<file path="config.mk">
export PLATFORM = sky130hd
export DESIGN_NAME = pixel_sink_flat
export DESIGN_NICKNAME = d
export VERILOG_FILES = /design/src/rtl/pixel_sink_if.sv /design/src/rtl/pixel_sink.sv /design/src/flat_wrapper.sv
export SDC_FILE = /design/constraint.sdc
export NUM_CORES = 1
export LEC_CHECK = 0
export BUFFER_PORTS_ARGS = -buffer_cell sky130_fd_sc_hd__buf_2
export CELL_PAD_IN_SITES_DETAIL_PLACEMENT = 2
export CELL_PAD_IN_SITES_GLOBAL_PLACEMENT = 2
export CORE_ASPECT_RATIO = 2
export CORE_UTILIZATION = 30
export CTS_CLUSTER_SIZE = 30
export DETAILED_ROUTE_END_ITERATION = 8
export GPL_ROUTABILITY_DRIVEN = 0
export GPL_TIMING_DRIVEN = 0
export PLACE_DENSITY_LB_ADDON = 0.1
export SLEW_MARGIN = 20
export SYNTH_ARGS = -nofsm -noshare
export SYNTH_HDL_FRONTEND = slang
export SYNTH_SLANG_ARGS = --single-unit
export TNS_END_PERCENT = 50
</file>
<file path="constraint.sdc">
create_clock -name clk -period 4.76 [get_ports clk]
set_clock_uncertainty 0.1 [all_clocks]
set_input_delay 0.952 -clock clk [delete_from_list [all_inputs] [get_ports clk]]
set_output_delay 0.952 -clock clk [all_outputs]
set_load 0.1 [all_outputs]
</file>
<file path="src/rtl/pixel_sink_if.sv">
`default_nettype none
// ============================================================================
// Module   : pixel_sink_if
// Purpose  : Bundles the plot bus (x, y, colour, strobe), the framebuffer
//            req/ack write port and the status/error signals of pixel_sink.
//            master = producer / memory side, slave = pixel_sink.
// Ports    : vga_x[8:0], vga_y[7:0], vga_colour[2:0], vga_plot, fifo_afull,
//            fb_addr[ADDR_W-1:0], fb_data[2:0], fb_wr, fb_ack, err_clr,
//            oob_err, ovf_err, plot_count[23:0], idle
//            PIXEL_SINK_CLEAR_EN adds clr_start, clr_colour[2:0], clr_done.
// Revision : 1.0 - initial release
// ============================================================================
interface pixel_sink_if #(
    parameter int unsigned ADDR_W = 17
);
    logic [8:0]        vga_x;
    logic [7:0]        vga_y;
    logic [2:0]        vga_colour;
    logic              vga_plot;
    logic              fifo_afull;
    logic [ADDR_W-1:0] fb_addr;
    logic [2:0]        fb_data;
    logic              fb_wr;
    logic              fb_ack;
    logic              err_clr;
    logic              oob_err;
    logic              ovf_err;
    logic [23:0]       plot_count;
    logic              idle;
`ifdef PIXEL_SINK_CLEAR_EN
    logic              clr_start;
    logic [2:0]        clr_colour;
    logic              clr_done;
`endif

    modport master (
        output vga_x, vga_y, vga_colour, vga_plot, fb_ack, err_clr,
`ifdef PIXEL_SINK_CLEAR_EN
        output clr_start, clr_colour,
        input  clr_done,
`endif
        input  fifo_afull, fb_addr, fb_data, fb_wr, oob_err, ovf_err,
        input  plot_count, idle
    );

    modport slave (
        input  vga_x, vga_y, vga_colour, vga_plot, fb_ack, err_clr,
`ifdef PIXEL_SINK_CLEAR_EN
        input  clr_start, clr_colour,
        output clr_done,
`endif
        output fifo_afull, fb_addr, fb_data, fb_wr, oob_err, ovf_err,
        output plot_count, idle
    );
endinterface
`default_nettype wire

</file>
<file path="src/rtl/pixel_sink.sv">
`default_nettype none
// ============================================================================
// Module   : pixel_sink
// Purpose  : Receives plot commands, drops off-screen or overflowing pixels
//            (sticky error flags), queues the rest in a FIFO and writes each
//            one to the framebuffer at y*H_RES + x through a req/ack port.
// Ports    : clk, rst (async, active high), bus (pixel_sink_if.slave)
// Option   : define PIXEL_SINK_CLEAR_EN to add a full-screen clear engine
//            (clr_start / clr_colour / clr_done and a CLEAR state).
// Revision : 1.0 - initial release
// ============================================================================
module pixel_sink #(
    parameter int unsigned H_RES      = 320,
    parameter int unsigned V_RES      = 240,
    parameter int unsigned FIFO_DEPTH = 16,
    parameter int unsigned ADDR_W     = 17
) (
    input  wire logic   clk,
    input  wire logic   rst,
    pixel_sink_if.slave bus
);

    localparam int unsigned PTR_W  = $clog2(FIFO_DEPTH);
    localparam int unsigned ENTRY_W = 9 + 8 + 3;
    localparam logic [PTR_W:0] FULL_CNT  = (PTR_W+1)'(FIFO_DEPTH);
    localparam logic [PTR_W:0] AFULL_CNT = (PTR_W+1)'(FIFO_DEPTH - 2);

    typedef enum logic [1:0] {
        ST_IDLE  = 2'd0,
        ST_WRITE = 2'd1
`ifdef PIXEL_SINK_CLEAR_EN
       ,ST_CLEAR = 2'd2
`endif
    } state_t;

    state_t            state_q, state_d;
    logic [PTR_W-1:0]  wr_ptr_q, wr_ptr_d;
    logic [PTR_W-1:0]  rd_ptr_q, rd_ptr_d;
    logic [PTR_W:0]    count_q, count_d;
    logic [ADDR_W-1:0] fb_addr_q, fb_addr_d;
    logic [2:0]        fb_data_q, fb_data_d;
    logic              fb_wr_q, fb_wr_d;
    logic              oob_q, oob_d;
    logic              ovf_q, ovf_d;
    logic [23:0]       plot_count_q, plot_count_d;

    logic [ENTRY_W-1:0] fifo_mem [FIFO_DEPTH];
    logic [ENTRY_W-1:0] head;
    logic [8:0]         head_x;
    logic [7:0]         head_y;
    logic [2:0]         head_c;
    logic [ADDR_W-1:0]  head_addr;

    logic fifo_empty, fifo_full, in_range, push, pop;

    assign fifo_empty = (count_q == '0);
    assign fifo_full  = (count_q == FULL_CNT);
    assign in_range   = (32'(bus.vga_x) < H_RES) && (32'(bus.vga_y) < V_RES);

    assign head   = fifo_mem[rd_ptr_q];
    assign head_x = head[19:11];
    assign head_y = head[10:3];
    assign head_c = head[2:0];

    // Linear address of the FIFO head; 320 = 256 + 64 avoids a multiplier.
    generate
        if (H_RES == 320) begin : g_addr_shift
            assign head_addr = (ADDR_W'(head_y) << 8) + (ADDR_W'(head_y) << 6)
                             + ADDR_W'(head_x);
        end else begin : g_addr_mul
            assign head_addr = ADDR_W'(ADDR_W'(head_y) * ADDR_W'(H_RES))
                             + ADDR_W'(head_x);
        end
    endgenerate

`ifdef PIXEL_SINK_CLEAR_EN
    localparam logic [ADDR_W-1:0] CLR_LAST = ADDR_W'(H_RES * V_RES - 1);
    logic clr_done_q, clr_done_d;
`endif

    // ------------------------------------------------------------------
    // Write FSM: pops the FIFO and drives the req/ack port.
    // ------------------------------------------------------------------
    always_comb begin
        state_d      = state_q;
        fb_addr_d    = fb_addr_q;
        fb_data_d    = fb_data_q;
        fb_wr_d      = fb_wr_q;
        plot_count_d = plot_count_q;
        pop          = 1'b0;
`ifdef PIXEL_SINK_CLEAR_EN
        clr_done_d   = 1'b0;
`endif
        case (state_q)
            ST_IDLE: begin
                if (!fifo_empty) begin
                    pop       = 1'b1;
                    fb_addr_d = head_addr;
                    fb_data_d = head_c;
                    fb_wr_d   = 1'b1;
                    state_d   = ST_WRITE;
                end
`ifdef PIXEL_SINK_CLEAR_EN
                else if (bus.clr_start) begin
                    fb_addr_d = '0;
                    fb_data_d = bus.clr_colour;
                    fb_wr_d   = 1'b1;
                    state_d   = ST_CLEAR;
                end
`endif
            end
            ST_WRITE: begin
                if (bus.fb_ack) begin
                    plot_count_d = plot_count_q + 24'd1;
                    if (!fifo_empty) begin
                        // Back-to-back: reload on the ack edge, no bubble.
                        pop       = 1'b1;
                        fb_addr_d = head_addr;
                        fb_data_d = head_c;
                    end else begin
                        fb_wr_d = 1'b0;
                        state_d = ST_IDLE;
                    end
                end
            end
`ifdef PIXEL_SINK_CLEAR_EN
            ST_CLEAR: begin
                // The address register doubles as the clear counter.
                if (bus.fb_ack) begin
                    if (fb_addr_q == CLR_LAST) begin
                        fb_wr_d    = 1'b0;
                        clr_done_d = 1'b1;
                        state_d    = ST_IDLE;
                    end else begin
                        fb_addr_d = fb_addr_q + ADDR_W'(1);
                    end
                end
            end
`endif
            default: begin
                fb_wr_d = 1'b0;
                state_d = ST_IDLE;
            end
        endcase
    end

    // ------------------------------------------------------------------
    // Input stage: range check, overflow check, FIFO pointer update.
    // A pop in the same cycle frees a slot, so a full FIFO still accepts.
    // ------------------------------------------------------------------
    always_comb begin
        push     = bus.vga_plot && in_range && (!fifo_full || pop);
        wr_ptr_d = push ? wr_ptr_q + PTR_W'(1) : wr_ptr_q;
        rd_ptr_d = pop  ? rd_ptr_q + PTR_W'(1) : rd_ptr_q;
        count_d  = count_q;
        case ({push, pop})
            2'b10:   count_d = count_q + (PTR_W+1)'(1);
            2'b01:   count_d = count_q - (PTR_W+1)'(1);
            default: count_d = count_q;
        endcase
        // A new error wins over a simultaneous clear.
        oob_d = (oob_q & ~bus.err_clr) | (bus.vga_plot & ~in_range);
        ovf_d = (ovf_q & ~bus.err_clr)
              | (bus.vga_plot & in_range & fifo_full & ~pop);
    end

    always_ff @(posedge clk or posedge rst) begin
        if (rst) begin
            state_q      <= ST_IDLE;
            wr_ptr_q     <= '0;
            rd_ptr_q     <= '0;
            count_q      <= '0;
            fb_addr_q    <= '0;
            fb_data_q    <= '0;
            fb_wr_q      <= 1'b0;
            oob_q        <= 1'b0;
            ovf_q        <= 1'b0;
            plot_count_q <= '0;
`ifdef PIXEL_SINK_CLEAR_EN
            clr_done_q   <= 1'b0;
`endif
        end else begin
            state_q      <= state_d;
            wr_ptr_q     <= wr_ptr_d;
            rd_ptr_q     <= rd_ptr_d;
            count_q      <= count_d;
            fb_addr_q    <= fb_addr_d;
            fb_data_q    <= fb_data_d;
            fb_wr_q      <= fb_wr_d;
            oob_q        <= oob_d;
            ovf_q        <= ovf_d;
            plot_count_q <= plot_count_d;
`ifdef PIXEL_SINK_CLEAR_EN
            clr_done_q   <= clr_done_d;
`endif
        end
    end

    // FIFO storage needs no reset; validity is tracked by the pointers.
    always_ff @(posedge clk) begin
        if (push) begin
            fifo_mem[wr_ptr_q] <= {bus.vga_x, bus.vga_y, bus.vga_colour};
        end
    end

    assign bus.fb_addr    = fb_addr_q;
    assign bus.fb_data    = fb_data_q;
    assign bus.fb_wr      = fb_wr_q;
    assign bus.oob_err    = oob_q;
    assign bus.ovf_err    = ovf_q;
    assign bus.plot_count = plot_count_q;
    assign bus.fifo_afull = (count_q >= AFULL_CNT);
    assign bus.idle       = fifo_empty && (state_q == ST_IDLE);
`ifdef PIXEL_SINK_CLEAR_EN
    assign bus.clr_done   = clr_done_q;
`endif

endmodule
`default_nettype wire

</file>
<file path="src/flat_wrapper.sv">
// flat-port wrapper written by rule: the top's interface ports become plain ports
module pixel_sink_flat 
#(
    parameter int unsigned H_RES      = 320,
    parameter int unsigned V_RES      = 240,
    parameter int unsigned FIFO_DEPTH = 16,
    parameter int unsigned ADDR_W     = 17
)
  (clk, rst, bus_vga_x, bus_vga_y, bus_vga_colour, bus_vga_plot, bus_fb_ack, bus_err_clr, bus_fifo_afull, bus_fb_addr, bus_fb_data, bus_fb_wr, bus_oob_err, bus_ovf_err, bus_plot_count, bus_idle);
  pixel_sink_if #(.ADDR_W(ADDR_W)) bus_i ();
  input  wire logic clk;
  input  wire logic rst;
  input wire logic [$bits(bus_i.vga_x)-1:0] bus_vga_x;
  input wire logic [$bits(bus_i.vga_y)-1:0] bus_vga_y;
  input wire logic [$bits(bus_i.vga_colour)-1:0] bus_vga_colour;
  input wire logic [$bits(bus_i.vga_plot)-1:0] bus_vga_plot;
  input wire logic [$bits(bus_i.fb_ack)-1:0] bus_fb_ack;
  input wire logic [$bits(bus_i.err_clr)-1:0] bus_err_clr;
  output wire logic [$bits(bus_i.fifo_afull)-1:0] bus_fifo_afull;
  output wire logic [$bits(bus_i.fb_addr)-1:0] bus_fb_addr;
  output wire logic [$bits(bus_i.fb_data)-1:0] bus_fb_data;
  output wire logic [$bits(bus_i.fb_wr)-1:0] bus_fb_wr;
  output wire logic [$bits(bus_i.oob_err)-1:0] bus_oob_err;
  output wire logic [$bits(bus_i.ovf_err)-1:0] bus_ovf_err;
  output wire logic [$bits(bus_i.plot_count)-1:0] bus_plot_count;
  output wire logic [$bits(bus_i.idle)-1:0] bus_idle;
  assign bus_i.vga_x = bus_vga_x;
  assign bus_i.vga_y = bus_vga_y;
  assign bus_i.vga_colour = bus_vga_colour;
  assign bus_i.vga_plot = bus_vga_plot;
  assign bus_i.fb_ack = bus_fb_ack;
  assign bus_i.err_clr = bus_err_clr;
  assign bus_fifo_afull = bus_i.fifo_afull;
  assign bus_fb_addr = bus_i.fb_addr;
  assign bus_fb_data = bus_i.fb_data;
  assign bus_fb_wr = bus_i.fb_wr;
  assign bus_oob_err = bus_i.oob_err;
  assign bus_ovf_err = bus_i.ovf_err;
  assign bus_plot_count = bus_i.plot_count;
  assign bus_idle = bus_i.idle;
  pixel_sink #(.H_RES(H_RES), .V_RES(V_RES), .FIFO_DEPTH(FIFO_DEPTH), .ADDR_W(ADDR_W)) u_core (.clk(clk), .rst(rst), .bus(bus_i));
endmodule
</file>
==> reports/results.txt, run 1 <==
The run finished with clean final reports. From bottom edge to top edge, the die measures 320.9 um. The fraction of synthesized cell area taken by the top area cell type is 62.98%.

In the synthesized netlist, the number of instances is 771. For the count of fill cells added during filler insertion, the log shows 4,914. Once layout is done, the placed cells without fillers occupy 18,100 um^2. The total die area is 51,820 um^2, and the routed length per placed instance is 26.45 um. The design draws 12,430 uW. Input and output buffers added on the ports amount to 73.

In this run the power density over the cells is 686.8 nW/um^2. For this run, the detailed router's first-pass iteration total came to 4. The kind of capture point of the worst setup path is a flip-flop. The tools report the reg-to-reg setup timing slack as 0.34 ns. Setup repair after global routing left no endpoint under its margin.

In this run the clock root is driven by a sky130_fd_sc_hd__clkbuf_16. The logs give 30.47% for the starting density of the core and 49 for the post-synthesis cell type count. The number of antenna diodes in the final layout is 0. TritonCTS built the clock tree. The synthesized design contains 320 enable-type register cells. The detailed router placed 7,785 vias in this run. The initial antenna violation count was 2. The logs give 3 for the buffer levels on the longest clock path and 0.55 ns for the source-to-sink clock delay at the later pin of the worst-skew pair. The tools report the iteration-0 DRC count of the detailed router as 395. In this run the static leakage power is 0.006290 uW.

The tools report the minimum setup slack after placement as -0.2916 ns. In this run, the clock network consumes 23.7% of the power. The share of total power dissipated in combinational logic is 42.8%. The die is 161.5 um wide.

The floorplan has 116 rows. The timing-limited maximum frequency is 222.2 MHz. STA classifies the critical path startpoint as an input port. By count the netlist is led by sky130_fd_sc_hd__edfxtp_1 (320), sky130_fd_sc_hd__mux4_2 (100), sky130_fd_sc_hd__nand2_1 (64). Measured in cells, the most critical reg-to-reg path has a length of 13. The worst register-to-register path ends at u_core.bus.fb_addr[14]. For this block, the routed nets add up to 42,030 um of wire. The via count of the first global-routing pass was 9,017; the worst endpoint data arrival time was 4.63 ns. On the final layout, the worst hold slack is 0.2784 ns. The share of the yosys chip area belonging to registers was 72.82%; the synthesized area was 15,260 um^2. The internal power consumption is 7610 uW. The smallest clock period supported by the final layout is computed as 4.501 ns. The startpoint identified for the worst register-to-register timing path is u_core.rd_ptr_q[1]. Post-CTS repair changed the size of 0 cells.

Leading register cell type out of synthesis: sky130_fd_sc_hd__edfxtp_1. In this run the tightest slew margin relative to its limit is 18.26%. After detailed placement, the total cell area comes to 16,890 um^2. The synthesis-stage register bit count was 380; the total number of yosys warnings was 0. The residual antenna-violating net count after detailed routing was 0. A synthesized cell averages 19.79 um^2. The count of final hold-check violations was 0. The min-delay analysis places its worst path in the category input port to async pin.

Setup violations remaining at the end of the flow were counted as 0. For this run, the slowest stage of the critical path takes 0.97 ns. Of all nets on the critical path, the largest fanout is 17. The run gives 74 as the I/O pin count. Entering global routing, the biggest net connects 44 pins. For the pin with the worst max-slew slack, the measured transition is 1.213 ns. The number of buffers inserted by post-CTS setup repair was 0. When the netlist entered floorplanning its net count stood at 824. The H-tree depth reported by CTS was 2; the worst-case setup margin in the final layout was 0.2587 ns. For the overall global routing resource usage, the log shows 16.72%.

The number of buffers added by the clock tree synthesis step is 38, and the reported net switching power is 4821 uW. Walking the worst path, the cells encountered are buf_2, o21ai_0, nand3_1, nor2_1, nand2_1, nor3b_2, buf_4, buf_4. Clock-pin slew was measured on the worst setup and hold paths at 0.06 ns. The run gives 963 as the final layout net count. The most frequent cell on the critical path was sky130_fd_sc_hd__buf_4. In this run, post-CTS hold repair placed 0 buffers. The worst path uses 94.56% of the clock period. Across the VDD grid, the largest voltage drop is 482.1 uV. The final number of max-transition violations was 0.

Relative to the synthesized area, the layout overhead comes to 18.62%. The share of layout cells above drive strength 1 is 31.70%, and the remaining routing DRC violations is 0. Sorting the synthesized cells by area gives the leading types as sky130_fd_sc_hd__edfxtp_1 (63%), sky130_fd_sc_hd__mux4_2 (15%), sky130_fd_sc_hd__dfrtp_1 (9.8%). The average via count per standard cell works out to 4.899.

Final HPWL from detailed placement: 29,100 um. The core region is 50,070 um^2. The cell at the slowest stage of the critical path is sky130_fd_sc_hd__o21ai_0. The biggest area contributor in the post-synthesis netlist is sky130_fd_sc_hd__edfxtp_1. The data required time of the worst path was 4.89 ns. The tree built by TritonCTS fans out to 380 sinks. For the reported max-cap violation count, the log shows 0. The run gives 0 ns as the final total negative setup slack. The most repeated cell in the gate-level netlist after synthesis was sky130_fd_sc_hd__edfxtp_1. Async set or reset register ratio after synthesis: 15.79%. The switching share of power was 38.78%.

After global routing the overflow that remains totals 0. In this run, flip-flops and latches consume 33.5% of the power. The first global-routing pass estimated 61,330 um of wire. The worst setup path is of the input port to flip-flop kind.
## cell type report
class | instances | area (um^2) | area share, %
Inverter | 22 | 85.08 | 0.4701
Clock inverter | 28 | 214.0 | 1.182
Clock buffer | 42 | 997.2 | 5.509
Buffer | 28 | 138.9 | 0.7673
Multi-Input combinational cell | 341 | 3963 | 21.89
Tap cell | 649 | 812.0 | 4.486
Sequential cell | 380 | 11110 | 61.39
Timing Repair Buffer | 99 | 779.5 | 4.307
## critical path, delay by kind of cell
family	cells	cell delay, ns
buf+inv	3	0.72
compound gates	1	0.97
simple gates	4	1.97
## routing by layer
layer	wire length, um	GRT usage [%]
met5	12	0
met4	1217	5.807
met3	1336	2.050
met2	24750	33.50
met1	14710	17.40
## power by group through the flow
stage	sequential, uW	clock, uW	combinational [uW]
floorplan	5030	0	3090
global placement	4230	0	5250
detailed placement	4240	0	5460
CTS	4180	3050	5490
global route	4210	3140	5820
finish	4170	2950	5320
## through the flow
stage	utilization (%)	cells
after floorplan	-	771
after global placement	32.82	1493
after detailed placement	33.73	1519
after CTS	36.15	1589
after global routing	36.15	1589
final	36.15	1589
## layout by cell type (no fill, tap or decap), types with 6 or more instances in the layout
master,count
sky130_fd_sc_hd__and2_2,12
sky130_fd_sc_hd__xnor2_1,26
sky130_fd_sc_hd__clkbuf_1,14
sky130_fd_sc_hd__buf_4,10
sky130_fd_sc_hd__o21ai_0,11
sky130_fd_sc_hd__nor2_1,6
sky130_fd_sc_hd__buf_2,82
sky130_fd_sc_hd__buf_6,7
sky130_fd_sc_hd__nor2b_1,6
sky130_fd_sc_hd__clkinv_2,10
sky130_fd_sc_hd__dfrtp_1,60
sky130_fd_sc_hd__nand3_1,9
sky130_fd_sc_hd__inv_1,19
sky130_fd_sc_hd__mux4_2,100
sky130_fd_sc_hd__a21oi_1,6
sky130_fd_sc_hd__clkinv_1,9
sky130_fd_sc_hd__xor2_1,10
sky130_fd_sc_hd__nand2_1,64
sky130_fd_sc_hd__edfxtp_1,320
sky130_fd_sc_hd__nand4_1,7
sky130_fd_sc_hd__buf_12,8
sky130_fd_sc_hd__and3_1,7
sky130_fd_sc_hd__clkbuf_16,39
sky130_fd_sc_hd__ha_1,25
## worst max path at each step
| stage | start | endpoint | slack [ns] | cells past startpoint |
|---|---|---|---|---|
| CTS | u_core.rd_ptr_q[2] | u_core.bus.fb_addr[14] | 0.15 | 12 |
| global placement | bus_vga_x[7] | u_core.fifo_mem[4][5] | -3.06 | 6 |
| finish | bus_vga_x[6] | u_core.fifo_mem[6][6] | 0.26 | 8 |
| global route | u_core.rd_ptr_q[2] | u_core.bus.fb_addr[14] | 0.1 | 12 |
| detailed placement | bus_vga_x[6] | u_core.fifo_mem[6][3] | -0.29 | 8 |
| floorplan | bus_vga_x[7] | u_core.fifo_mem[7][0] | 0.80 | 5 |
## kinds of logic (layout without fill, tap and decap cells)
logic type / count (synthesis) / in the layout / synth area share (%)
flip-flops: 380 / 380 / 72.82
AND/OR/NAND/NOR: 132 / 132 / 4.371
multiplexers: 104 / 104 / 15.05
buffers and inverters: 50 / 219 / 1.443
AO/OA/AOI/OAI: 41 / 41 / 1.812
XOR/XNOR: 36 / 36 / 2.066
adder cells (fa/ha/maj): 28 / 28 / 2.444
## flip-flops by register name, summed over array words and instances, names as in the netlist
register and count:
u_core.bus.oob_err 1, u_core.bus.fb_addr 17, u_core.rd_ptr_q 4, u_core.bus.fb_data 3
u_core.fifo_mem 320, u_core.bus.ovf_err 1, u_core.bus.fb_wr 1, u_core.wr_ptr_q 4
u_core.bus.plot_count 24, u_core.count_q 5
Power figures use the tool's default switching activity.
==> run 2, diff against run 1 <==
==> constraint.sdc (replaced) <==
create_clock -name clk -period 4.76 [get_ports clk]
set_clock_uncertainty 0.1 [all_clocks]
set_input_delay 0.238 -clock clk [delete_from_list [all_inputs] [get_ports clk]]
set_output_delay 0.238 -clock clk [all_outputs]
set_load 0.1 [all_outputs]
==> reports/results.txt, run 2 (synthesized netlist as in run 1, its figures left out) <==
The routed length per placed instance is 25.96 um (-1.8%). Total die area: 51,820 um^2 (unchanged). The worst ir drop on vdd came out at 482.1 uV (about the same). The number of buffer and inverter instances along the worst setup path is 4 (+1). The final number of max-transition violations came out at 0 (unchanged).

The tools report the I/O pin count as 74 (unchanged). From synthesis to final layout, the design area changed by 20.13%. The tools report the startpoint of the worst-slack reg-to-reg timing path as u_core.rd_ptr_q[1]. Setup repair after global routing left no endpoint under its margin. Grouping stages by cell kind, the critical path spends the most delay in buffers and inverters.

The run gives 1.908% (-0.14 points) as the met3 capacity usage during global routing. The tools report the overall global routing resource usage as 16.73% (about the same). The clock period minus worst slack works out to 4.412 ns (-0.08916 ns). The area taken by multi-input logic gates came out at 3963 um^2 (unchanged). The run gives 116 (unchanged) as the standard-cell row count.

Maximum single-stage delay on the critical path: 0.74 ns (-0.23 ns). The worst endpoint data arrival time was 4.74 ns (+0.11 ns); the average via count per standard cell was 4.850 (-1.0%). The number of buffers added on ports works out to 73 (unchanged). The largest net degree at the start of global routing is 44 (unchanged). Total iterations of the first detailed-routing run: 4 (unchanged). The worst setup path is launched from a flip-flop.

The tools report the total area of sequential cells as 11,110 um^2 (unchanged). The static leakage is 0.006387 uW (+1.5%), and the final layout net count is 986 (+2.4%). Buffer levels on the longest clock path: 3 (unchanged). u_core.fifo_mem holds more flip-flops than any other register. The minimum hold slack was 0.01987 ns (-0.2585 ns); the count of final hold-check violations was 0 (unchanged). The run gives 4,911 (-0.061%) as the count of fill cells added during filler insertion. The critical path starts at u_core.rd_ptr_q[1].

The worst setup path is of the flip-flop to flip-flop kind. The start point of the worst min-delay path is bus_fb_ack. Via count of the first global-routing pass: 9,093 (+0.84%). The initial antenna violation count is 0 (-2), and the clock-pin transition on the worst setup and hold timing paths is 0.06 ns (about the same). The share of layout cells above drive strength 1 is 30.94% (-0.76 points), and the source-to-sink clock delay at the later pin of the worst-skew pair is 0.54 ns (about the same).

The die width works out to 161.5 um (unchanged). The core region area came out at 50,070 um^2 (unchanged). The flow ran to the end, and the final reports show no timing, DRC or antenna violations.

The count of vias placed by the detailed router was 7,819 (+0.44%). For the clock sink total, the log shows 380 (unchanged). The tools report the H-tree depth reported by CTS as 2 (unchanged). The data required time of the worst path came out at 5.08 ns (+0.19 ns).

Starting density of the core: 30.47% (unchanged). The timing-limited maximum frequency is 226.6 MHz (+2.0%). The global routing stage identified its most utilized layer as met2.

The number of diodes is 0 (unchanged). The run gives 0.35 ns (about the same) as the reg-to-reg setup timing slack. The die boundary height is 320.9 um (unchanged), and the total power draw is 12,430 uW (about the same).

For the residual antenna-violating net count after detailed routing, the log shows 0 (unchanged). Max-slew headroom at the worst pin: 18.85% (+0.59 points). The cell at the slowest stage of the critical path was sky130_fd_sc_hd__clkbuf_1. Walking the worst path, the cells encountered are buf_2, clkbuf_1, mux4_2, mux4_2, inv_1, fa_1, inv_1, ha_1, a21oi_1, o21a_1, o311ai_0, and2_1, o31ai_1. In the layout the commonest cells are sky130_fd_sc_hd__edfxtp_1 (320), sky130_fd_sc_hd__mux4_2 (100), sky130_fd_sc_hd__buf_2 (82).

TritonCTS built the clock tree. The detailed-route wire length was 41,850 um (-0.42%). The reported max-cap violation count came out at 0 (unchanged). The total power per unit cell area is 678.2 nW/um^2 (-1.3%). The commonest non-fill, non-tap cell in the layout is sky130_fd_sc_hd__edfxtp_1. For the remaining routing DRC violations, the log shows 0 (unchanged). The iteration-0 DRC count of the detailed router is 413 (+4.6%), and the flip-flop count of the largest register after layout is 320 (unchanged).

The peak fanout along the critical path was 10 (-7). The run gives 0 (unchanged) as the total congestion overflow. Fraction of met1 tracks used by global routing: 17.46% (+0.069 points). The slew at the pin closest to its max-slew limit is 1.205 ns (-0.008764 ns), and the number of setup violations in the final report is 0 (unchanged). The final HPWL from detailed placement is 29,100 um (unchanged). The master cell of the clock root buffer was sky130_fd_sc_hd__clkbuf_16.

STA classifies the critical path endpoint as a flip-flop. The global-route wire length before repair is 61,470 um (+0.22%), and the number of buffers added by the clock tree synthesis step is 38 (unchanged). The global routing met2 resource utilization was 33.56% (+0.067 points). The class of the tightest hold or removal check is input port to flip-flop. The number of buffers inserted by post-CTS setup repair was 0 (unchanged); the fraction of the cycle the final worst path needs was 92.69% (-1.9 points).
## run 2: cell count changes in the layout (fill, tap and decap cells not counted), sizes merged
cell and delta:
dlygate4sd3 +23
## run 2: per-layer routing
| metal | routed length (um) | vias up | part of all wire (%) |
|---|---|---|---|
| met3 | 1514 | 54 | 3.6 |
| met4 | 1076 | 0 | 2.6 |
| met5 | 0 | - | 0 |
| met1 | 14610 | 4204 | 35 |
| met2 | 24640 | 165 | 59 |
| li1 | - | 3396 | - |
## run 2: worst paths after layout
check,end,cells past startpoint
setup / recovery,u_core.bus.fb_addr[14],13
min in group asynchronous,u_core.rd_ptr_q[1],3
max in group asynchronous,u_core.bus.plot_count[17],4
setup reg to reg,u_core.bus.fb_addr[14],13
hold reg to reg,u_core.bus.plot_count[23],1
hold / removal,u_core.bus.ovf_err,4
## run 2: area by class of cell
| class | count | share of cell area [%] |
|---|---|---|
| plain buffers | 28 | 0.7577 |
| clock inverters | 28 | 1.167 |
| clock buffers | 42 | 5.440 |
| repair buffers | 122 | 5.509 |
| flip-flops and latches | 380 | 60.61 |
| multi-input cells | 341 | 21.62 |
| inverters | 22 | 0.4642 |
| well taps | 649 | 4.430 |
## run 2: timing repair
action | 4_1_cts | 5_1_grt
gates resized for setup | 0 | 0
hold buffers | 23 | 0
endpoints found under the hold margin | 367 | 0
## run 2: worst min-delay path, delay by kind of cell
kind            cells  cell delay (ns)
simple gates        2             0.16
buf+inv             1             0.13
compound gates      1             0.07
## run 2: power by group
part	internal, uW	switching, uW	leakage, uW	total (uW)
clock	1630	1310	0.000586	2940
combinational	2010	3310	0.00216	5320
sequential	3980	184	0.00364	4170
total	7620	4810	0.00639	12400
## run 2: metrics by stage
step	setup slack [ns]	setup TNS [ns]	cells	utilization [%]	cell area (um^2)
finish	0.3479	0	1612	36.61	18330
global route	0.09929	0	1612	36.61	18330
CTS	0.1487	0	1612	36.61	18330
detailed placement	0.2045	0	1519	33.73	16890
global placement	-2.342	-182.42	1493	32.82	16440
floorplan	0.8929	0	771	-	15260
==> run 3, diff against run 2 <==
CORE_ASPECT_RATIO = 1.5   (was 2)
==> reports/results.txt, run 3 (synthesized netlist as in run 1, its figures left out) <==
The flow ran to the end, and the final reports show no timing, DRC or antenna violations. The share of layout cells above drive strength 1 came out at 30.26% (-0.69 points). For the detailed-route wire length, the log shows 41,850 um (about the same).

Category of cells accounting for the largest share of critical-path delay: buffers and inverters. The switching share of power is 38.24% (-0.44 points). The logs give 324.6 uV (-33%) for the worst ir drop on vdd and 7,866 (+0.60%) for the count of vias placed by the detailed router. The tools report the core region area as 49,920 um^2 (-0.30%). The final HPWL from detailed placement is 28,040 um (-3.7%). For the global-route wire length before repair, the log shows 61,890 um (+0.67%). The data required time of the worst path was 5.10 ns (+0.02 ns). The routed length per placed instance works out to 25.70 um (-0.99%). The run gives 4.84 ns (+0.10 ns) as the worst endpoint data arrival time. The number of buffers added on ports came out at 73 (unchanged). The library cells used most frequently in the layout, excluding fill and tap cells, are sky130_fd_sc_hd__edfxtp_1 (320), sky130_fd_sc_hd__mux4_2 (100), sky130_fd_sc_hd__buf_2 (81).

The initial antenna violation count was 0 (unchanged). The final layout net count was 987 (+0.10%); the maximum single-stage delay on the critical path was 0.82 ns (+0.08 ns). The logs give 0.2591 ns (-0.08883 ns) for the worst-case setup margin in the final layout and 1,532 (+0.86%) for the number of instances in the placed design. The iteration-0 DRC count of the detailed router came out at 441 (+6.8%). Setup repair after global routing left no endpoint under its margin.

The run gives 0 (unchanged) as the total congestion overflow. Internal power consumption: 7740 uW (+1.5%). The number of buffer and inverter instances along the worst setup path came out at 4 (unchanged). met2 is the most crowded layer. Via count of the first global-routing pass: 9,021 (-0.79%). The reported net switching power is 4793 uW (-0.33%). Traced cell by cell, the critical path runs through buf_1, buf_2, mux4_2, inv_1, fa_1, inv_1, ha_1, a21oi_1, o21a_1, o311ai_0, and2_1, o31ai_1. The clock-pin transition on the worst setup and hold timing paths came out at 0.06 ns (about the same). The tools report the global routing met2 resource utilization as 31.51% (-2.1 points).

The logs give 100 (-14%) for the standard-cell row count and 27.68% (+8.8 points) for the max-slew headroom at the worst pin. Timing-limited maximum frequency: 222.2 MHz (-2.0%). By instance count, the cell type seen most on the critical path is sky130_fd_sc_hd__inv_1. For the area taken by multi-input logic gates, the log shows 3963 um^2 (unchanged).

The met3 capacity usage during global routing was 2.159% (+0.25 points); the slew at the pin closest to its max-slew limit was 1.085 ns (-0.1198 ns). The fraction of the cycle the final worst path needs was 94.56% (+1.9 points). The clock network fraction of design power is 24.3% (+0.6 points). For the largest net degree at the start of global routing, the log shows 44 (unchanged). For the residual antenna-violating net count after detailed routing, the log shows 0 (unchanged). The logs give 0 (unchanged) for the number of setup violations in the final report and 2 (unchanged) for the H-tree depth reported by CTS. Static leakage: 0.006408 uW (+0.32%). The die boundary height is 278.2 um (-13%), and the fraction of met1 tracks used by global routing is 20.27% (+2.8 points). The reg-to-reg setup timing slack was 0.26 ns (-0.09 ns); the I/O pin count was 74 (unchanged). The total die area is 51,790 um^2 (about the same).

The number of buffers added by the clock tree synthesis step was 40 (+5.3%); the overall global routing resource usage was 16.91% (+0.18 points). The run gives 0 (unchanged) as the final number of max-transition violations. The setup path with the least slack is of type flip-flop to flip-flop. Compared with the post-synthesis result, the final layout area differs by 20.59%. The register share of total power is 33.2% (-0.3 points), and the number of buffers inserted by post-CTS setup repair is 0 (unchanged).

The average via count per standard cell was 4.832 (-0.39%); the total iterations of the first detailed-routing run was 5 (+1). The cell at the slowest stage of the critical path was sky130_fd_sc_hd__buf_1. The run gives 30.56% (+0.092 points) as the starting density of the core. Flip-flop count of the largest register after layout: 320 (unchanged). The logs give 3 (unchanged) for the buffer levels on the longest clock path and 11,110 um^2 (unchanged) for the total area of sequential cells. The reported max-cap violation count was 0 (unchanged); the count of fill cells added during filler insertion was 4,796 (-2.3%). The final total negative setup slack is 0 ns (unchanged), and the die width is 186.1 um (+15%). The tools report the kind of capture point of the worst setup path as a flip-flop. The remaining routing DRC violations came out at 0 (unchanged). The post-cts repair resize count was 0 (unchanged). The clock period minus worst slack works out to 4.501 ns (+0.08883 ns). u_core.fifo_mem holds more flip-flops than any other register. TritonCTS built the clock tree.

For the fraction of power consumed by combinational cells, the log shows 42.4% (-0.4 points). The tools report the count of final hold-check violations as 0 (unchanged). Leaving out fill and tap cells, the most frequent cell in the layout is sky130_fd_sc_hd__edfxtp_1. The class of the tightest hold or removal check was input port to flip-flop. The source-to-sink clock delay at the later pin of the worst-skew pair is 0.54 ns (about the same), and the peak fanout along the critical path is 10 (unchanged). The logs give 380 (unchanged) for the clock sink total and 1,628 (+0.99%) for the number of standard cells in the final layout excluding fillers. The total power per unit cell area was 681.1 nW/um^2 (+0.44%). The total power draw was 12,530 uW (+0.82%). Clock tree synthesis selected as its root buffer the cell sky130_fd_sc_hd__clkbuf_16. The worst setup path is launched from a flip-flop. The number of diodes came out at 0 (unchanged). The minimum setup slack after placement is 0.1837 ns (-0.02086 ns).
-- run 3: changes by cell type in the layout (fill, tap and decap cells not counted), sizes merged --
cell | previous run | this run
clkinvlp | 5 | 1
inv | 22 | 25
clkbuf | 54 | 74
clkinv | 21 | 6
buf | 115 | 113
-- run 3: worst paths after layout --
path	cells after the start	end	start
max	12	u_core.bus.fb_addr[14]	u_core.rd_ptr_q[2]
min	1	u_core.fifo_mem[1][8]	bus_vga_y[5]
max reg2reg	12	u_core.bus.fb_addr[14]	u_core.rd_ptr_q[2]
min reg2reg	1	u_core.bus.plot_count[23]	u_core.bus.plot_count[23]
max in group asynchronous	4	u_core.bus.fb_addr[7]	rst
min in group asynchronous	3	u_core.bus.fb_data[1]	rst
-- run 3: final cells by class --
type | instances | area share (%)
sequential | 380 | 60.38
multi-input combinational | 341 | 21.54
clock buffer | 61 | 6.086
timing repair buffer | 121 | 5.528
tap | 663 | 4.508
buffer | 28 | 0.7548
clock inverter | 12 | 0.7412
inverter | 22 | 0.4624
-- run 3: layer usage --
layer  up-vias  part of all wire (%)
met5         -                     0
met4         0                   1.7
met3        43                   3.3
met2       135                    56
met1      4271                    39
li1       3417                     -
-- run 3: per-stage QoR --
stage          utilization [%]  hold slack, ns  instance area [um^2]
2_1_floorplan                -          0.2344                 15260
3_3_place_gp             32.96          0.3534                 16450
3_5_place_dp             33.88          0.1606                 16910
4_1_cts                  36.85        0.005410                 18400
5_1_grt                  36.86         0.01970                 18400
6_report                 36.86         0.02222                 18400
-- run 3: power by group through the flow --
stage | sequential (uW) | combinational, uW | clock, uW
final | 4170 | 5320 | 3050
after global routing | 4200 | 5840 | 3250
after CTS | 4170 | 5480 | 3150
after detailed placement | 4240 | 5420 | 0
after global placement | 4220 | 5250 | 0
after floorplan | 5030 | 3090 | 0
-- run 3: worst register-to-register path: stages, from the launching register on --
cell                       delay, ns
sky130_fd_sc_hd__dfrtp_1        0.39
sky130_fd_sc_hd__buf_1          0.82
sky130_fd_sc_hd__buf_2          0.54
sky130_fd_sc_hd__mux4_2         0.59
sky130_fd_sc_hd__inv_1          0.14
sky130_fd_sc_hd__fa_1           0.48
sky130_fd_sc_hd__inv_1          0.09
sky130_fd_sc_hd__ha_1           0.23
sky130_fd_sc_hd__a21oi_1        0.21
sky130_fd_sc_hd__o21a_1         0.20
sky130_fd_sc_hd__o311ai_0       0.20
sky130_fd_sc_hd__and2_1         0.22
sky130_fd_sc_hd__o31ai_1        0.21
-- run 3: what timing repair did --
action | in CTS | in global routing
hold buffers | 23 | 0
hold endpoints to repair | 358 | 0
setup endpoints to repair | 0 | 0
